===== config.mk =====
export PLATFORM = sky130hd
export DESIGN_NAME = ifetch
export DESIGN_NICKNAME = d
export VERILOG_FILES = /design/src/rtl/ifetch_pkg.sv /design/src/rtl/ifetch_npc.sv /design/src/rtl/ifetch.sv
export SDC_FILE = /design/constraint.sdc
export NUM_CORES = 1
export LEC_CHECK = 0
export ABC_CLOCK_PERIOD_IN_PS = 2700
export CAP_MARGIN = 20
export CORE_AREA = 2 2 180 129
export DETAILED_ROUTE_END_ITERATION = 12
export DIE_AREA = 0 0 182 131
export DONT_BUFFER_PORTS = 1
export PLACE_DENSITY = 0.65
export SKIP_CTS_REPAIR_TIMING = 1
export SLEW_MARGIN = 20
export SYNTH_ARGS = -nofsm -noshare
export SYNTH_HDL_FRONTEND = slang
export SYNTH_SLANG_ARGS = --single-unit

===== constraint.sdc =====
create_clock -name clk -period 2.7 [get_ports clk]
set_input_delay 0 -clock clk [delete_from_list [all_inputs] [get_ports clk]]
set_output_delay 0 -clock clk [all_outputs]
set_load 0.02 [all_outputs]

===== src/rtl/ifetch_pkg.sv =====
// ifetch_pkg: shared widths, opcode constant and FSM encoding for the fetch unit
package ifetch_pkg;
    localparam int XLEN = 32;
    localparam logic [6:0] OP_JAL = 7'b1101111;
    typedef enum logic [1:0] {IDLE, WAIT, HOLD} state_t;
endpackage


===== src/rtl/ifetch_npc.sv =====
// ifetch_npc: next-PC for a fetched word, following JAL targets when enabled
module ifetch_npc
    import ifetch_pkg::*;
#(
    parameter bit PRED_JAL = 1'b1
) (
    input  logic [XLEN-1:0] w,
    input  logic [XLEN-1:0] a,
    output logic [XLEN-1:0] npc
);
    logic [XLEN-1:0] imm;
    assign imm = {{12{w[31]}}, w[19:12], w[20], w[30:21], 1'b0};
    assign npc = a + ((PRED_JAL && w[6:0] == OP_JAL) ? imm : 32'd4);
endmodule


===== src/rtl/ifetch.sv =====
// ifetch: single-outstanding instruction fetch feeding the instruction queue,
// with static JAL prediction and redirect handling.
module ifetch
    import ifetch_pkg::*;
#(
    parameter logic [XLEN-1:0] RESET_PC = '0,
    parameter bit PRED_JAL = 1'b1
) (
    input  logic            clk,
    input  logic            rst,
    input  logic            rdy,
    input  logic            jump_en,
    input  logic [XLEN-1:0] jump_pc,
    output logic            mem_req,
    output logic [XLEN-1:0] mem_addr,
    input  logic            mem_rdy,
    input  logic [XLEN-1:0] mem_data,
    input  logic            que_full,
    output logic            inst_rdy,
    output logic [XLEN-1:0] inst,
    output logic [XLEN-1:0] pc_out
);
    state_t state, state_n;
    logic [XLEN-1:0] pc, pc_n, mem_addr_n, inst_n, pc_out_n, hold_inst, hold_inst_n, hold_pc, hold_pc_n, npc;
    logic drop, drop_n, mem_req_n, inst_rdy_n;
    ifetch_npc #(.PRED_JAL(PRED_JAL)) u_npc (.w(mem_data), .a(mem_addr), .npc(npc));
    always_ff @(posedge clk or negedge rst) begin
        if (!rst) begin
            state     <= IDLE;
            pc        <= RESET_PC;
            drop      <= 1'b0;
            mem_req   <= 1'b0;
            mem_addr  <= '0;
            inst_rdy  <= 1'b0;
            inst      <= '0;
            pc_out    <= '0;
            hold_inst <= '0;
            hold_pc   <= '0;
        end else if (rdy) begin
            state     <= state_n;
            pc        <= pc_n;
            drop      <= drop_n;
            mem_req   <= mem_req_n;
            mem_addr  <= mem_addr_n;
            inst_rdy  <= inst_rdy_n;
            inst      <= inst_n;
            pc_out    <= pc_out_n;
            hold_inst <= hold_inst_n;
            hold_pc   <= hold_pc_n;
        end
    end
    always_comb begin
        state_n     = state;
        pc_n        = pc;
        drop_n      = drop;
        mem_req_n   = mem_req;
        mem_addr_n  = mem_addr;
        inst_rdy_n  = 1'b0;
        inst_n      = inst;
        pc_out_n    = pc_out;
        hold_inst_n = hold_inst;
        hold_pc_n   = hold_pc;
        case (state)
            IDLE: begin
                if (jump_en) begin
                    pc_n = jump_pc;
                end else if (!que_full) begin
                    mem_req_n  = 1'b1;
                    mem_addr_n = pc;
                    state_n    = WAIT;
                end
            end
            WAIT: begin
                // a redirect never aborts the read; the reply is dropped instead
                if (jump_en) begin
                    pc_n   = jump_pc;
                    drop_n = 1'b1;
                end
                if (mem_rdy) begin
                    mem_req_n = 1'b0;
                    drop_n    = 1'b0;
                    state_n   = IDLE;
                    if (!drop && !jump_en) begin
                        pc_n = npc;
                        if (!que_full) begin
                            inst_rdy_n = 1'b1;
                            inst_n     = mem_data;
                            pc_out_n   = mem_addr;
                        end else begin
                            hold_inst_n = mem_data;
                            hold_pc_n   = mem_addr;
                            state_n     = HOLD;
                        end
                    end
                end
            end
            HOLD: begin
                if (jump_en) begin
                    pc_n    = jump_pc;
                    state_n = IDLE;
                end else if (!que_full) begin
                    inst_rdy_n = 1'b1;
                    inst_n     = hold_inst;
                    pc_out_n   = hold_pc;
                    state_n    = IDLE;
                end
            end
            default: state_n = IDLE;
        endcase
    end
endmodule


**After elaboration in Yosys (flattened, before gate mapping)**

Index checks and enable logic that the tools add are counted.

- Flip-flop bits (word level): 197
- Input bits: 70
- Word-level logic and storage cells: 76

- $add $sub $neg: 1
- Equal/unequal tests: 11
- Muxes and demuxes: 36
- Bitwise logic cells: 2
- Reduce and logical (&&, ||, !) cells: 16

Operators with widths:

| operator | count |
|---|---|
| 32-bit 2-to-1 mux | 14 |
| 32-bit case mux with 2 select lines | 3 |
| 32-bit adder | 1 |
| 5-bit AND reduction | 3 |
| 2-bit 2-to-1 mux | 7 |
| 2-bit != test (second input constant) | 7 |
| 1-bit 2-to-1 mux | 9 |
| 2-bit nonzero test | 4 |
| 7-bit == test (second input constant) | 1 |
| 7-bit AND reduction | 1 |
| 2-bit case mux with 3 select lines | 1 |
| 1-bit case mux with 2 select lines | 2 |
| 4-bit AND reduction | 1 |
| 3-bit != test (second input constant) | 1 |
| 3-bit AND reduction | 1 |
| 2-bit by 1-bit == test with 1-bit output (second input constant) | 1 |
| 2-bit == test (second input constant) | 1 |
| 1-bit logical NOT | 2 |
| 2-bit logical NOT | 1 |
| 1-bit inverter | 2 |
| 2-bit AND reduction | 1 |
| 2-bit OR reduction | 1 |
| 1-bit logical AND | 1 |

**Longest topological paths before layout**

Gate-level depths: netlist (run 1).

- Depth in word-level cells: 6
- Gate-level depth with buffers: 14

**Modules after synthesis**

From an unflattened synthesis (run 1), not the netlist that was laid out.

- Cell total of the unflattened synthesis: 854
- Area, all modules: 10,236.1 um^2

Modules (own cells, without submodules):

| module | instances | cells each | area an instance (um^2) |
|---|---|---|---|
| ifetch | 1 | 637 | 8,630.8 |
| ifetch_npc | 1 | 217 | 1,605.3 |

**Least setup slack after synthesis (run 1)**

Ideal clock, no wire load.

- Path type: input to register
- From: input port mem_data[4]
- To: register pc[27]
- Setup time: 0.074 ns
- Arrival: 2.752 ns
- Slack: -0.126 ns
- Cell stages on the path: 14
- Path buffers: 2
- Cells stage by stage: nand4b_2 > nor2_1 > clkbuf_1 > and2_1 > ha_1 > and3_1 > a221oi_2 > o21ai_1 > nor4b_1 > or2_1 > buf_6 > mux2i_1 > a311o_1 > o21ai_2

- Cells in the longest elaborated chain, start to end: 6

RTL lines:

| item | line | text |
|---|---|---|
| start, declared | ifetch.sv:17 | `input logic [XLEN-1:0] mem_data,` |
| 7-bit == test | ifetch_npc.sv:13 | `assign npc = a + ((PRED_JAL && w[6:0] == OP_JAL) ? imm : 32'd4);` |
| 32-bit 2-to-1 mux | ifetch_npc.sv:13 |  |
| 32-bit adder | ifetch_npc.sv:13 |  |
| 32-bit 2-to-1 mux | ifetch.sv:83 | `if (!drop && !jump_en) begin` |
| 32-bit 2-to-1 mux | ifetch.sv:79 | `if (mem_rdy) begin` |
| 32-bit case mux with 2 select lines | ifetch.sv:63 | `case (state)` |
| end signal, assigned | ifetch.sv:41 | `pc <= pc_n;` |
| end, declared | ifetch.sv:24 | `logic [XLEN-1:0] pc, pc_n, mem_addr_n, inst_n, pc_out_n, hold_inst, hold_inst_n, hold_pc, hold_pc_n, npc;` |

Every way passes these cells.
A chain may end at the register's enable or synchronous reset.

**Final worst setup path (run 1)**

- From: register mem_addr[10]
- To: register pc[27]

- Cells in the longest elaborated chain, start to end: 4

RTL lines:

| item | line | text |
|---|---|---|
| start, declared | ifetch.sv:15 | `output logic [XLEN-1:0] mem_addr,` |
| start signal, assigned | ifetch.sv:44 | `mem_addr <= mem_addr_n;` |
| 32-bit adder | ifetch_npc.sv:13 |  |
| 32-bit 2-to-1 mux | ifetch.sv:83 |  |
| 32-bit 2-to-1 mux | ifetch.sv:79 |  |
| 32-bit case mux with 2 select lines | ifetch.sv:63 |  |

Every way passes these cells.

==> results of run 1 <==
-- layer usage --
layer | wire, um | GRT usage [%] | vias up
li1 | - | - | 3522
met1 | 13200 | 32.8 | 3677
met4 | 185 | 5.03 | 0
met5 | 0 | 0 | -
met2 | 11100 | 30.8 | 220
met3 | 2020 | 7.43 | 15
-- cells in the final DEF, fill, tap and decap left out, types with 7 or more instances in the layout --
master           n
a21o_1          10
a21oi_1        109
a31oi_1          7
and2_1          20
and3_1           9
buf_4           79
clkbuf_16       17
dfrtp_1        197
dlygate4sd3_1   71
ha_1            22
inv_1            9
mux2_1          37
mux2_2          58
mux2i_1         71
nand2_1         34
nand3_1         14
nor2_1          99
nor3_1           8
o21ai_0         13
o21ai_1         13
o22ai_1         24
xnor2_1         23
xor2_1           7
-- worst min path at each step --
stage / from / to / slack [ps] / cells past startpoint
3_3_place_gp: rst / inst[28]$_DFFE_PN0P_ / -290 / 0
6_report: rst / inst[15]$_DFFE_PN0P_ / -740 / 0
2_1_floorplan: rst / drop$_DFFE_PN0P_ / -300 / 0
5_1_grt: rst / inst[29]$_DFFE_PN0P_ / -770 / 0
3_5_place_dp: rst / inst[29]$_DFFE_PN0P_ / -290 / 0
4_1_cts: rst / hold_inst[25]$_DFFE_PN0P_ / -770 / 0
-- area by class of cell --
type                       instances  share of cell area [%]
sequential                       197                    41.2
multi-input combinational        653                    39.6
timing repair buffer             151                    11.1
clock buffer                      18                    3.67
tap                              288                    3.01
clock inverter                    14                    1.13
inverter                          10                   0.313
antenna                            1                  0.0209
-- where the power goes --
| part | internal (mW) | switching (mW) |
|---|---|---|
| logic | 1.97 | 2.20 |
| registers | 4.29 | 1.62 |
| clock network | 1.25 | 1.27 |
-- state kept, by name, summed over array words and instances, names as in the netlist --
signal / count
mem_addr: 32
hold_inst: 32
pc: 32
inst: 32
mem_req: 1
inst_rdy: 1
drop: 1
pc_out: 32
state: 2
hold_pc: 32
-- cell families after synthesis --
logic type | after synthesis | synth area share [%]
AND/OR/NAND/NOR | 219 | 10.7
AO/OA/AOI/OAI | 213 | 12.7
flip-flops | 197 | 50.0
multiplexers | 166 | 18.0
buffers and inverters | 67 | 2.71
XOR/XNOR | 30 | 2.66
adder cells (fa/ha/maj) | 25 | 3.22
==> impl_metrics.toml, run 1 <==
[worst_setup_path]
regToRegSetupSlack_ps = 80
crit_start = "mem_addr[10]$_DFFE_PN0P_"
endpoint = "pc[27]$_DFFE_PN0P_"
crit_cells = 9
worstSetupEndpointType = "register"
worstReg2RegStart = "mem_addr[10]$_DFFE_PN0P_"
path_cells = "ha_1 -> and3_1 -> nand3_1 -> a211oi_1 -> nor4b_1 -> or2_1 -> mux2i_1 -> a311o_1 -> o21ai_2"
cp_max_fo = 3
cp.arrival_ps = 2990
crit_type = "reg2reg"
reg2regPathDepth = 9
cpLargestDelayFamily = "compound AO/OA/AOI/OAI gates"
critPathBufInv = 0
cp_slowest_cell = "dfrtp_1"
cp_slowest_stage_delay_ps = 400
reg2reg_to = "pc[27]$_DFFE_PN0P_"
crit_required_ps = 3070
startpoint_type = "register"

[cells_and_area]
postLayoutCellArea_sq_um = 12000
instances_no_fill = 1332
nNetsFinal = 1124
area_delta_synth_final_pct = 21.4
drive_above_1_share_pct = 18.2
regArea_sq_um = 4930
utilization_pct = 53.9
fillCellCount = 1932
multi_input_area_sq_um = 4750

[placement]
place_area_sq_um = 10600
dp.cells = 1227
dpl_worst_slack_ps = -194
routabilityCongestion = 0.913
portBuffers = 0
post-dp-hpwl_mm = 18.1

[timing]
finalHoldViolCount = 197
layout_min_cycle_time_ps = 2620
hold_ws_ps = -742
drv_slew = 0
relSlewSlack_pct = 43.4
worst_pin_slew_ps = 849
period_share_pct = 97.1
finalSetupTns_ps = 0
setup_viol = 0
clock.fmax_ghz = 0.382
fin_ws_ps = 78.9
clock_skew_ps = 15.3

[cts]
cts_buffers = 17
cts_sinks = 197
clk_pin_slew_ps = 80
cts-root-buf = "clkbuf_16"
cts.htree.levels = 4
clk_path_buf_depth = 2
tritoncts = "done"
clk_latency_ps = 450

[floorplanning]
std_cell_rows = 46
chipHeight_um = 131
initial_core_util_pct = 44.4
ios = 168
core_sq_um = 22200
die_area_sq_um = 23800
die_w_um = 182

[synthesis]
ys.flop_type = "dfrtp_1"
synth_area_leader_cell = "dfrtp_1"
synthTopCellsByCount = "197 x dfrtp_1, 110 x a21oi_1, 100 x nor2_1"
syn_avg_cell_area_sq_um = 10.8
ys.warnings.count = 0
synthTopCellsByArea = "dfrtp_1 50%, mux2i_1 7.2%, mux2_2 6.6%, a21oi_1 5.6%, mux2_1 4.2%"
synth_top_area_share_pct = 50.0
syn_nets = 1011
synth_cells = 917
ys_types = 66
synthArstFlopShare_pct = 100
synth_seq_cells = 197
synth_edf_count = 0
syn_area_sq_um = 9870
synth.most_common_cell = "dfrtp_1"
ys_seq_area_share_pct = 50.0

[global_routing]
grt_usage_pct = 22.0
grt_pass1_wl_mm = 40.5
grt_pass1_vias = 6940
grt_max_degree = 198
grt-ovfl-total = 0
antenna_found_initial = 1

[routing]
wl_per_cell_um = 19.9
routed_wl_mm = 26.5
dr.pass1.iters = 6
drt_iter0_drc = 489
route.detailed.drc = 0
ant_nets = 0
vias_per_cell = 5.58
vias = 7434

[run_status]
violations = "hold timing"
status = "finished with violations"

[pwr]
vdd_drop_max_mv = 0.666
p_leak_nw = 5.13
power_mw = 12.6
powerDensity_nw_per_um2 = 1050

[hold_path]
hp-class = "in2async"

[job]
drv_cap = 0
Note: power is estimated with default switching activity, not from simulation.
==> run 2: changes to the inputs <==
--- a/config.mk
+++ b/config.mk
@@ -7,11 +7,11 @@
 export LEC_CHECK = 0
 export ABC_CLOCK_PERIOD_IN_PS = 2700
 export CAP_MARGIN = 20
-export CORE_AREA = 2 2 180 129
+export CORE_AREA = 2 2 191 137
 export DETAILED_ROUTE_END_ITERATION = 12
-export DIE_AREA = 0 0 182 131
+export DIE_AREA = 0 0 193 139
 export DONT_BUFFER_PORTS = 1
-export PLACE_DENSITY = 0.65
+export PLACE_DENSITY = 0.6
 export SKIP_CTS_REPAIR_TIMING = 1
 export SLEW_MARGIN = 20
 export SYNTH_ARGS = -nofsm -noshare
==> run 2 against run 1 <==
Compared with the run above:
- the run still ends with hold timing left
- clock power barely moved
- combinational power grew 2%
- global-route usage decreased by 1.7 points
- non-clock buffer count up 3
- first-iteration DRC count fell by 5.5%
- utilization down 5.8 points
- die area is 13% higher
- sequential power is essentially flat
==> impl_metrics.toml, run 2 (synthesis results as in run 1) <==
[cts]
clk_pin_slew_ps = 70
clk_latency_ps = 450
cts-root-buf = "clkbuf_16"
cts.htree.levels = 4
cts_sinks = 197
clk_path_buf_depth = 2
cts_buffers = 17
tritoncts = "done"

[placement]
portBuffers = 0
routabilityCongestion = 0.886
post-dp-hpwl_mm = 18.8
dpl_worst_slack_ps = -280

[cells_and_area]
layout_common_cells = "197 x dfrtp_1, 109 x a21oi_1, 99 x nor2_1"
drive_above_1_share_pct = 19.0
final_common_cell = "dfrtp_1"
nNetsFinal = 1127
area_delta_synth_final_pct = 22.6
fillCellCount = 2348

[worst_setup_path]
worstSetupEndpointType = "register"
path_cells = "ha_2 -> fa_2 -> a21o_1 -> nand4_1 -> a211oi_1 -> buf_4 -> nor4b_4 -> or2_4 -> mux2i_1 -> a311o_1 -> o21ai_2"
cp_slowest_stage_delay_ps = 400
startpoint_type = "register"
cp.arrival_ps = 2910
reg2regPathDepth = 11
crit_required_ps = 3070
cp_max_fo = 3
cp_slowest_cell = "dfrtp_1"
crit_type = "reg2reg"

[routing]
wl_per_cell_um = 19.7
ant_nets = 0
vias = 7444
vias_per_cell = 5.40
route.detailed.drc = 0
drt_iter0_drc = 462
routed_wl_mm = 27.1
dr.pass1.iters = 8

[global_routing]
grt_usage_pct = 20.4
grt-ovfl-total = 0
grt_pass1_wl_mm = 41.8
antenna_found_initial = 1
grt_pass1_vias = 7268
grt_max_degree = 198

[timing]
period_share_pct = 94.1
hold_ws_ps = -753
layout_min_cycle_time_ps = 2540
worst_pin_slew_ps = 787
rsz0062_at_grt = "yes"
fin_ws_ps = 159
finalHoldViolCount = 199
relSlewSlack_pct = 47.5
clock.fmax_ghz = 0.394
drv_slew = 0
setup_viol = 0
clock_skew_ps = 17.1

[run_status]
status = "finished with violations"
violations = "hold timing"

[pwr]
vdd_drop_max_mv = 0.482
power_mw = 12.7
powerDensity_nw_per_um2 = 1050
p_leak_nw = 5.18

[floorplanning]
die_area_sq_um = 26800
die_w_um = 193
ios = 168
initial_core_util_pct = 39.2
std_cell_rows = 49
core_sq_um = 25100
chipHeight_um = 139

[job]
drv_cap = 0

[hold_path]
hp-class = "in2async"
## run 2: critical path, delay by kind of cell, from the launching register on
kind | cells | cell delay (ps)
AO/OA/AOI/OAI | 4 | 740
adder cells (fa/ha/maj) | 2 | 550
AND/OR/NAND/NOR | 3 | 530
flip-flops | 1 | 400
buffers and inverters | 1 | 160
multiplexers | 1 | 90
## run 2: metrics by stage
stage | instances | TNS [ps] | area (sq um) | util, %
after CTS | 1308 | -44.1 | 11400 | 45.2
after detailed placement | 1276 | -2320 | 10800 | 42.9
after global routing | 1377 | -4.48 | 12100 | 48.1
after global placement | 1276 | -2000 | 10800 | 42.9
final | 1378 | 0 | 12100 | 48.1
after floorplan | 917 | 0 | 9870 | -
## run 2: final timing paths
check                                           from                   endpoint  slack (ps)
setup / recovery             mem_addr[1]$_DFFE_PN0P_         pc[27]$_DFFE_PN0P_         160
hold / removal                                   rst       inst[23]$_DFFE_PN0P_        -750
setup reg to reg             mem_addr[1]$_DFFE_PN0P_         pc[27]$_DFFE_PN0P_         160
hold reg to reg            hold_inst[17]$_DFFE_PN0P_  hold_inst[17]$_DFFE_PN0P_         490
max in group asynchronous                        rst    hold_pc[11]$_DFFE_PN0P_        2790
min in group clk                            que_full        mem_req$_DFFE_PN0P_         -20
## run 2: per-layer routing
layer / wire length (um) / part of all wire, % / global-route usage, % / vias up
met2: 11100 / 41 / 28.3 / 210
met5: 0 / 0 / 0 / -
met3: 2080 / 7.7 / 6.93 / 20
li1: - / - / - / 3541
met4: 235 / 0.87 / 4.82 / 0
met1: 13800 / 51 / 30.2 / 3673
## run 2: power by group
group	switching [mW]	total, mW	internal (mW)	leakage [nW]
Combinational	2.23	4.24	2.00	2.52
Clock	1.25	2.54	1.29	0.281
Sequential	1.60	5.89	4.29	2.38
## run 2: layout make-up
cell class / count / area (sq um) / area share [%]
multi-input combinational: 653 / 4760 / 39.3
sequential: 197 / 4930 / 40.8
inverter: 10 / 37.5 / 0.310
clock inverter: 12 / 111 / 0.921
timing repair buffer: 154 / 1380 / 11.4
clock buffer: 20 / 467 / 3.86
tap: 331 / 414 / 3.42
antenna: 1 / 2.50 / 0.0207
